File: src/rtl/lfsr_stim_gen.sv
// Test-wrapper stimulus source: registers external {func,data} words or emits a
// maximal-length Fibonacci LFSR sequence, stopping (sticky) on a programmable stop code.
module lfsr_stim_gen #(
  parameter int unsigned            DATA_WIDTH = 49,
  parameter logic [DATA_WIDTH-1:0]  SEED       = 49'h1,
  parameter logic [DATA_WIDTH-1:0]  TAPS       = 49'h1_0080_0000_0000,
  parameter int unsigned            CNT_WIDTH  = 32
) (
  input  logic                  i_clk,
  input  logic                  i_async_rst_n,
  input  logic                  i_mode,
  input  logic                  i_vld,
  input  logic [DATA_WIDTH-1:0] i_data,
  input  logic                  i_seed_ld,
  input  logic [DATA_WIDTH-1:0] i_stop_code,
  output logic                  o_vld,
  output logic [DATA_WIDTH-1:0] o_data,
  output logic                  o_done,
  output logic [CNT_WIDTH-1:0]  o_count,
  output logic                  o_dbg_state
);

  // Handshake: o_vld is a one-cycle qualifier for o_data with no back-pressure;
  // i_vld means "word valid" in mode 0 and "advance LFSR" in mode 1.

  typedef enum logic {
    ST_RUN  = 1'b0,
    ST_DONE = 1'b1
  } state_t;

  localparam logic [CNT_WIDTH-1:0] CNT_ONE = {{(CNT_WIDTH-1){1'b0}}, 1'b1};

  state_t                  state, state_nxt;
  logic [DATA_WIDTH-1:0]   lfsr, lfsr_nxt;
  logic [DATA_WIDTH-1:0]   data_nxt;
  logic                    vld_nxt;
  logic [CNT_WIDTH-1:0]    cnt_nxt;
  logic [CNT_WIDTH-1:0]    cnt_inc;
  logic                    fb;

  always_ff @(posedge i_clk or negedge i_async_rst_n) begin
    if (!i_async_rst_n) begin
      state   <= ST_RUN;
      lfsr    <= SEED;
      o_vld   <= 1'b0;
      o_data  <= '0;
      o_count <= '0;
    end else begin
      state   <= state_nxt;
      lfsr    <= lfsr_nxt;
      o_vld   <= vld_nxt;
      o_data  <= data_nxt;
      o_count <= cnt_nxt;
    end
  end

  always_comb begin
    state_nxt = state;
    lfsr_nxt  = lfsr;
    vld_nxt   = 1'b0;
    data_nxt  = o_data;
    cnt_nxt   = o_count;
    fb        = ^(lfsr & TAPS);
    cnt_inc   = (&o_count) ? o_count : o_count + CNT_ONE;

    if (i_seed_ld && i_mode) begin
      // A zero seed would lock the LFSR, so it falls back to SEED.
      lfsr_nxt  = (i_data == '0) ? SEED : i_data;
      cnt_nxt   = '0;
      state_nxt = ST_RUN;
    end else if (state == ST_DONE) begin
      vld_nxt = 1'b0;
    end else if (!i_mode) begin
      vld_nxt = i_vld;
      if (i_vld) begin
        data_nxt = i_data;
        cnt_nxt  = cnt_inc;
        if (i_data == i_stop_code) state_nxt = ST_DONE;
      end
    end else if (i_vld) begin
      data_nxt = lfsr;
      vld_nxt  = 1'b1;
      cnt_nxt  = cnt_inc;
      lfsr_nxt = {lfsr[DATA_WIDTH-2:0], fb};
      if (lfsr == i_stop_code) state_nxt = ST_DONE;
    end
  end

  assign o_done      = (state == ST_DONE);
  assign o_dbg_state = state;

endmodule

File: config.mk
export PLATFORM = sky130hd
export DESIGN_NAME = lfsr_stim_gen
export DESIGN_NICKNAME = d
export VERILOG_FILES = /design/src/rtl/lfsr_stim_gen.sv
export SDC_FILE = /design/constraint.sdc
export NUM_CORES = 1
export LEC_CHECK = 0
export ABC_AREA = 1
export BUFFER_PORTS_ARGS = -buffer_cell sky130_fd_sc_hd__buf_4
export CAP_MARGIN = 20
export CELL_PAD_IN_SITES_DETAIL_PLACEMENT = 1
export CELL_PAD_IN_SITES_GLOBAL_PLACEMENT = 1
export CORE_UTILIZATION = 41
export CTS_BUF_LIST = sky130_fd_sc_hd__clkbuf_16
export DETAILED_ROUTE_END_ITERATION = 7
export PLACE_DENSITY = 0.88
export REMOVE_ABC_BUFFERS = 1
export SYNTH_ARGS = -nofsm -noshare
export SYNTH_HDL_FRONTEND = slang
export SYNTH_SLANG_ARGS = --single-unit
File: constraint.sdc
create_clock -name i_clk -period 2.64 [get_ports i_clk]
set_input_delay 0.396 -clock i_clk [delete_from_list [all_inputs] [get_ports i_clk]]
set_output_delay 0.396 -clock i_clk [all_outputs]
set_load 0.03 [all_outputs]
# Yosys cells after proc, flatten, opt, wreduce, memory -nomap -nowiden

Cells that the tools add are included.

Register bits after elaboration: 132
Input bits: 103
Output and inout bits: 84

Add/subtract/negate cells: 1
Eq/ne operators: 4
Mux-type cells: 23
Bitwise logic cells: 2
Reduce and logical (&&, ||, !) cells: 9

Operators by type and width:

| cell                                                   | count |
|---|---|
| two-way mux 49 bit                                     | 8 |
| two-way mux 32 bit                                     | 4 |
| == test 49 bit                                         | 2 |
| logical NOT 49 bit                                     | 1 |
| XOR reduction 49 bit                                   | 1 |
| adder 32 x 1 -> 32 bit (second input constant)         | 1 |
| AND reduction 32 bit                                   | 1 |
| two-way mux 1 bit                                      | 11 |
| AND reduction 3 bit                                    | 3 |
| inequality test 2 x 1 -> 1 bit (second input constant) | 2 |
| nonzero test 2 bit                                     | 2 |
| inverter 1 bit                                         | 2 |
| logical AND 1 bit                                      | 1 |

# Longest topological paths before layout

Depth after elaboration: 6
Depth in mapped cells: 14
Depth with buffers taken out: 12

# Least setup slack after synthesis

OpenSTA, ideal clock, no wires.

Path kind: flip-flop to flip-flop
From: register o_count[0]
To: register o_count[14]
Library setup time: 0.118 ns
Data arrival time: 1.829 ns
Required time: 2.522 ns
Slack: 0.693 ns
Stages on the path, launching flop included: 12
Buffers on the path: 1
Period minus slack after synthesis: 1.947 ns
Cell sequence: dfrtp_1 -> ha_1 -> nand2_1 -> nor2_2 -> nand4_1 -> nor2_1 -> nand2_2 -> nand2_4 -> inv_4 -> buf_6 -> nand3_1 -> nand2_1

Longest elaborated chain between the ends: 5

RTL lines:

| item                     | line   | RTL |
|---|---|---|
| start: declaration       | 19     | `output logic [CNT_WIDTH-1:0] o_count,` |
| start signal: assignment | 53     | `o_count <= cnt_nxt;` |
| adder 32 x 1 -> 32 bit   | 64     | `cnt_inc = (&o_count) ? o_count : o_count + CNT_ONE;` |
| two-way mux 32 bit       | 64     |  |
| two-way mux 32 bit       | 75, 80 |  |
| two-way mux 32 bit       | 71     | `end else if (state == ST_DONE) begin` |
| two-way mux 32 bit       | 66     | `if (i_seed_ld && i_mode) begin` |

Parallel ways exist; a longest one is shown, timed or not. The select of a mux whose other input is x is not followed.
A chain may end at the register's enable or synchronous reset.

# Worst setup path in the final report

From: register o_count[0]
To: register o_count[9]

The elaborated chain is that of the path after synthesis.

==> results by group <==
Routing
  – Vias after detailed routing: 9086
  – Via-per-instance ratio: 5.50
  – Pre-antenna DRT Iters: 5
  – WL/cell: 18.9 um
  – Drt drc: 0
  – Detailed Route Iter0 Violations: 486
  – Residual antenna-violating net count after detailed routing: 0
  – Final wirelength: 31200 um

Worst setup path
  – Setup slack of the most critical reg-to-reg path: 0.31 ns
  – Worst Path Required: 2.95 ns
  – Critical path fanouts, max: 44
  – Most repeated library cell on the critical path: sky130_fd_sc_hd__nand2_1
  – Data arrival at the endpoint of the critical path: 2.65 ns
  – Setup CP Type: reg2reg
  – Category of the worst setup path launch point: flip-flop
  – CP max stage delay: 0.45 ns
  – Worst-path cell chain: ha_1 > nand2_1 > nor2_2 > nand4_1 > nor2_1 > nand2_2 > nand2_4 > inv_4 > nand2_1 > nand2_1
  – Nature of the critical path endpoint: flip-flop
  – Standard cell with the maximum stage delay on the critical path: sky130_fd_sc_hd__dfrtp_1

Die
  – Total I/O pin count: 187
  – Placement Rows: 50
  – Floorplan die height: 142 um
  – Full die area: 0.0203 mm^2
  – Chip width: 142 um
  – Core Region: 0.0190 mm^2
  – Initial core utilization: 0.425

STA
  – Final setup fails: 0
  – Measured slew at the worst slew-check pin: 0.713 ns
  – Worst rel slew slack: 0.525
  – Post-route clock skew: 0.0111 ns
  – Final period demand of the worst path: 2.33 ns
  – Sum of negative setup slack: 0 ns
  – Unrepaired setup endpoints after global routing: false
  – Fraction of the cycle the final worst path needs: 0.884
  – Number of slew-limit violations in the final report: 0
  – Final hold viol count: 0
  – Highest achievable clock rate: 0.429 GHz

Yosys
  – Yosys reg bits: 132
  – Fraction of post-synthesis cell area in the top cell type by area: 0.405
  – Syn Std Cell Area: 0.00809 mm^2
  – Sequential-to-total area share from yosys stat: 0.409
  – Cell taking the most area after synthesis: sky130_fd_sc_hd__dfrtp_1
  – Number of synthesized flops with an enable pin: 0
  – Fraction of registers with async set or reset after synthesis: 1.00
  – Count of mapped cells out of synthesis: 1210
  – Post-synthesis cell type count: 35
  – Top flip-flop cell by instance count after synthesis: sky130_fd_sc_hd__dfrtp_1
  – Average size of a mapped cell: 6.68 um^2
  – Dominant cells by area after synthesis: sky130_fd_sc_hd__dfrtp_1 41%, sky130_fd_sc_hd__nand2_1 20%, sky130_fd_sc_hd__nor2_1 9.1%
  – Count of synthesis-stage warnings from yosys: 0

Clock tree
  – CTS HTree Levels: 4
  – Count of clock tree sinks: 132
  – Clock Latency Late Sink: 0.43 ns
  – TritonCTS clock tree: done
  – Gates resized, CTS repair: 0
  – Clock Pin Slew Worst Setup and Hold Paths: 0.07 ns
  – CTS Buf Count: 17
  – Root Buffer: sky130_fd_sc_hd__clkbuf_16
  – Maximum count of clock buffers along a single path: 2

Global routing
  – All-Layer GR Usage: 0.320
  – Layer carrying the most global-route usage: met2
  – Wire length of the first global-routing pass: 49500 um
  – Global-route met1 utilization: 0.400
  – M2 GR Usage: 0.544
  – Vias in the first global route: 9368
  – Maximum number of pins on one net before global-route repair: 65
  – Global Route met3 Usage: 0.0367
  – Antenna violations before repair: 0
  – Aggregate global routing overflow: 0

Final layout
  – Antenna diode instance count: 0
  – Filler cells: 2532
  – Layout Nets: 1484
  – Signed area change from the synthesized netlist to the final layout: 26.8%
  – Share of cells above drive strength 1: 0.178
  – Post-Route Utilization: 0.539
  – Design Area, Final: 0.0102 mm^2

Worst hold path
  – Worst hold path type: in2reg

Pwr
  – Peak supply drop: 0.480 mV
  – Static Leakage: 5.00 nW
  – Power Dens Cells: 654 mW/mm^2

Placement
  – Routability-driven placement congestion ratio: 0.901
  – Area after detailed placement: 0.00965 mm^2
  – DP Wirelength: 23000 um
  – Number of buffers added on ports: 186

Run
  – Number of violations of the max-capacitance limit: 0

Outcome
  – Result of the run: finished clean
==> repair_timing <==
item	in CTS	in global routing
setup buffers	0	0
hold endpoints to repair	21	0
hold buffers	1	0
==> power by group <==
group	internal (mW)	switching, mW
Sequential	2.31	0.246
Clock	1.47	0.965
Combinational	0.606	1.09
==> through the flow <==
stage	cells	worst slack (ns)	hold slack (ns)	total power, mW
after floorplan	1159	-0.605	0.100	3.47
after global placement	1620	0.464	0.449	4.21
after detailed placement	1620	0.361	0.445	4.26
after CTS	1653	0.338	0.225	6.71
after global routing	1653	0.122	0.249	6.98
final	1653	0.307	0.236	6.70
==> per-layer routing <==
metal / routed length (um) / part of all wire / up-vias
met2: 15200 / 0.49 / 305
met5: 0 / 0 / -
li1: - / - / 4227
met4: 1310 / 0.042 / 0
met3: 1540 / 0.049 / 78
met1: 13200 / 0.42 / 4476
==> cell usage after synthesis (2+ instances only) <==
cell type and instances:
sky130_fd_sc_hd__buf_6 8, sky130_fd_sc_hd__nand2_2 3, sky130_fd_sc_hd__nor2_2 2, sky130_fd_sc_hd__nand3b_1 14
sky130_fd_sc_hd__nand2_1 433, sky130_fd_sc_hd__xor2_1 9, sky130_fd_sc_hd__nor4_1 4, sky130_fd_sc_hd__xnor2_1 5
sky130_fd_sc_hd__clkbuf_1 9, sky130_fd_sc_hd__nor3_1 11, sky130_fd_sc_hd__and2_1 3, sky130_fd_sc_hd__a31oi_1 47
sky130_fd_sc_hd__buf_1 4, sky130_fd_sc_hd__buf_2 17, sky130_fd_sc_hd__nand3_1 77, sky130_fd_sc_hd__a21oi_1 82
sky130_fd_sc_hd__inv_2 6, sky130_fd_sc_hd__o21ai_0 39, sky130_fd_sc_hd__nor3_2 2, sky130_fd_sc_hd__nor2_1 196
sky130_fd_sc_hd__dfrtp_1 131, sky130_fd_sc_hd__and3_1 2, sky130_fd_sc_hd__nand4_1 5, sky130_fd_sc_hd__inv_1 79
sky130_fd_sc_hd__buf_4 12
==> registers in the layout, indices dropped and copies added, names as in the netlist <==
signal and cells:
lfsr 49, o_count 32, o_data 49, o_dbg_state 1, o_vld 1
==> layout by cell type, fill, tap and decap left out, types with 2 or more instances in the layout <==
cell / n
sky130_fd_sc_hd__a21oi_1: 82
sky130_fd_sc_hd__a31oi_1: 47
sky130_fd_sc_hd__and2_1: 3
sky130_fd_sc_hd__and3_1: 2
sky130_fd_sc_hd__buf_12: 3
sky130_fd_sc_hd__buf_4: 197
sky130_fd_sc_hd__bufinv_16: 3
sky130_fd_sc_hd__clkbuf_16: 17
sky130_fd_sc_hd__clkinv_1: 2
sky130_fd_sc_hd__clkinv_4: 4
sky130_fd_sc_hd__clkinvlp_4: 3
sky130_fd_sc_hd__dfrtp_1: 131
sky130_fd_sc_hd__inv_1: 81
sky130_fd_sc_hd__inv_2: 6
sky130_fd_sc_hd__nand2_1: 433
sky130_fd_sc_hd__nand2_2: 3
sky130_fd_sc_hd__nand3_1: 77
sky130_fd_sc_hd__nand3b_1: 14
sky130_fd_sc_hd__nand4_1: 5
sky130_fd_sc_hd__nor2_1: 196
sky130_fd_sc_hd__nor3_1: 11
sky130_fd_sc_hd__nor3_2: 2
sky130_fd_sc_hd__nor4_1: 4
sky130_fd_sc_hd__o21ai_0: 39
sky130_fd_sc_hd__xnor2_1: 5
sky130_fd_sc_hd__xor2_1: 9
==> path summary, 6_finish.rpt <==
check,from,endpoint,cells past startpoint
setup / recovery,o_count[0],o_count[9],10
setup reg to reg,o_count[0],o_count[9],10
hold reg to reg,lfsr[0],lfsr[0],2
hold / removal,i_data[11],lfsr[11],3
min in group asynchronous,i_async_rst_n,o_count[17],2
max in group asynchronous,i_async_rst_n,lfsr[12],3
==> area by class of cell <==
cell class                      count  area [um^2]  share of cell area
Multi-Input combinational cell    941         4140               0.404
Tap cell                          260          325              0.0317
Timing Repair Buffer              202         1560               0.152
Clock buffer                       17          425              0.0415
Sequential cell                   132         3300               0.322
Inverter                           86          325              0.0317
Clock inverter                     15          168              0.0164
==> worst max-delay path, delay by kind of cell (launching register included) <==
family        cells  cell delay, ns
simple gates      8            1.30
buf+inv           1            0.18
flops             1            0.45
fa+ha+maj         1            0.28
==> kinds of logic (layout without fill, tap and decap cells) <==
logic type      Yosys count  in the layout  synth area share
compound gates          172            172             0.116
fa+ha+maj                 1              1           0.00155
flops                   132            132             0.409
buf+inv                 137            320            0.0797
xor+xnor                 14             14            0.0152
simple gates            754            754             0.379
(Power assumes the default switching activity.)
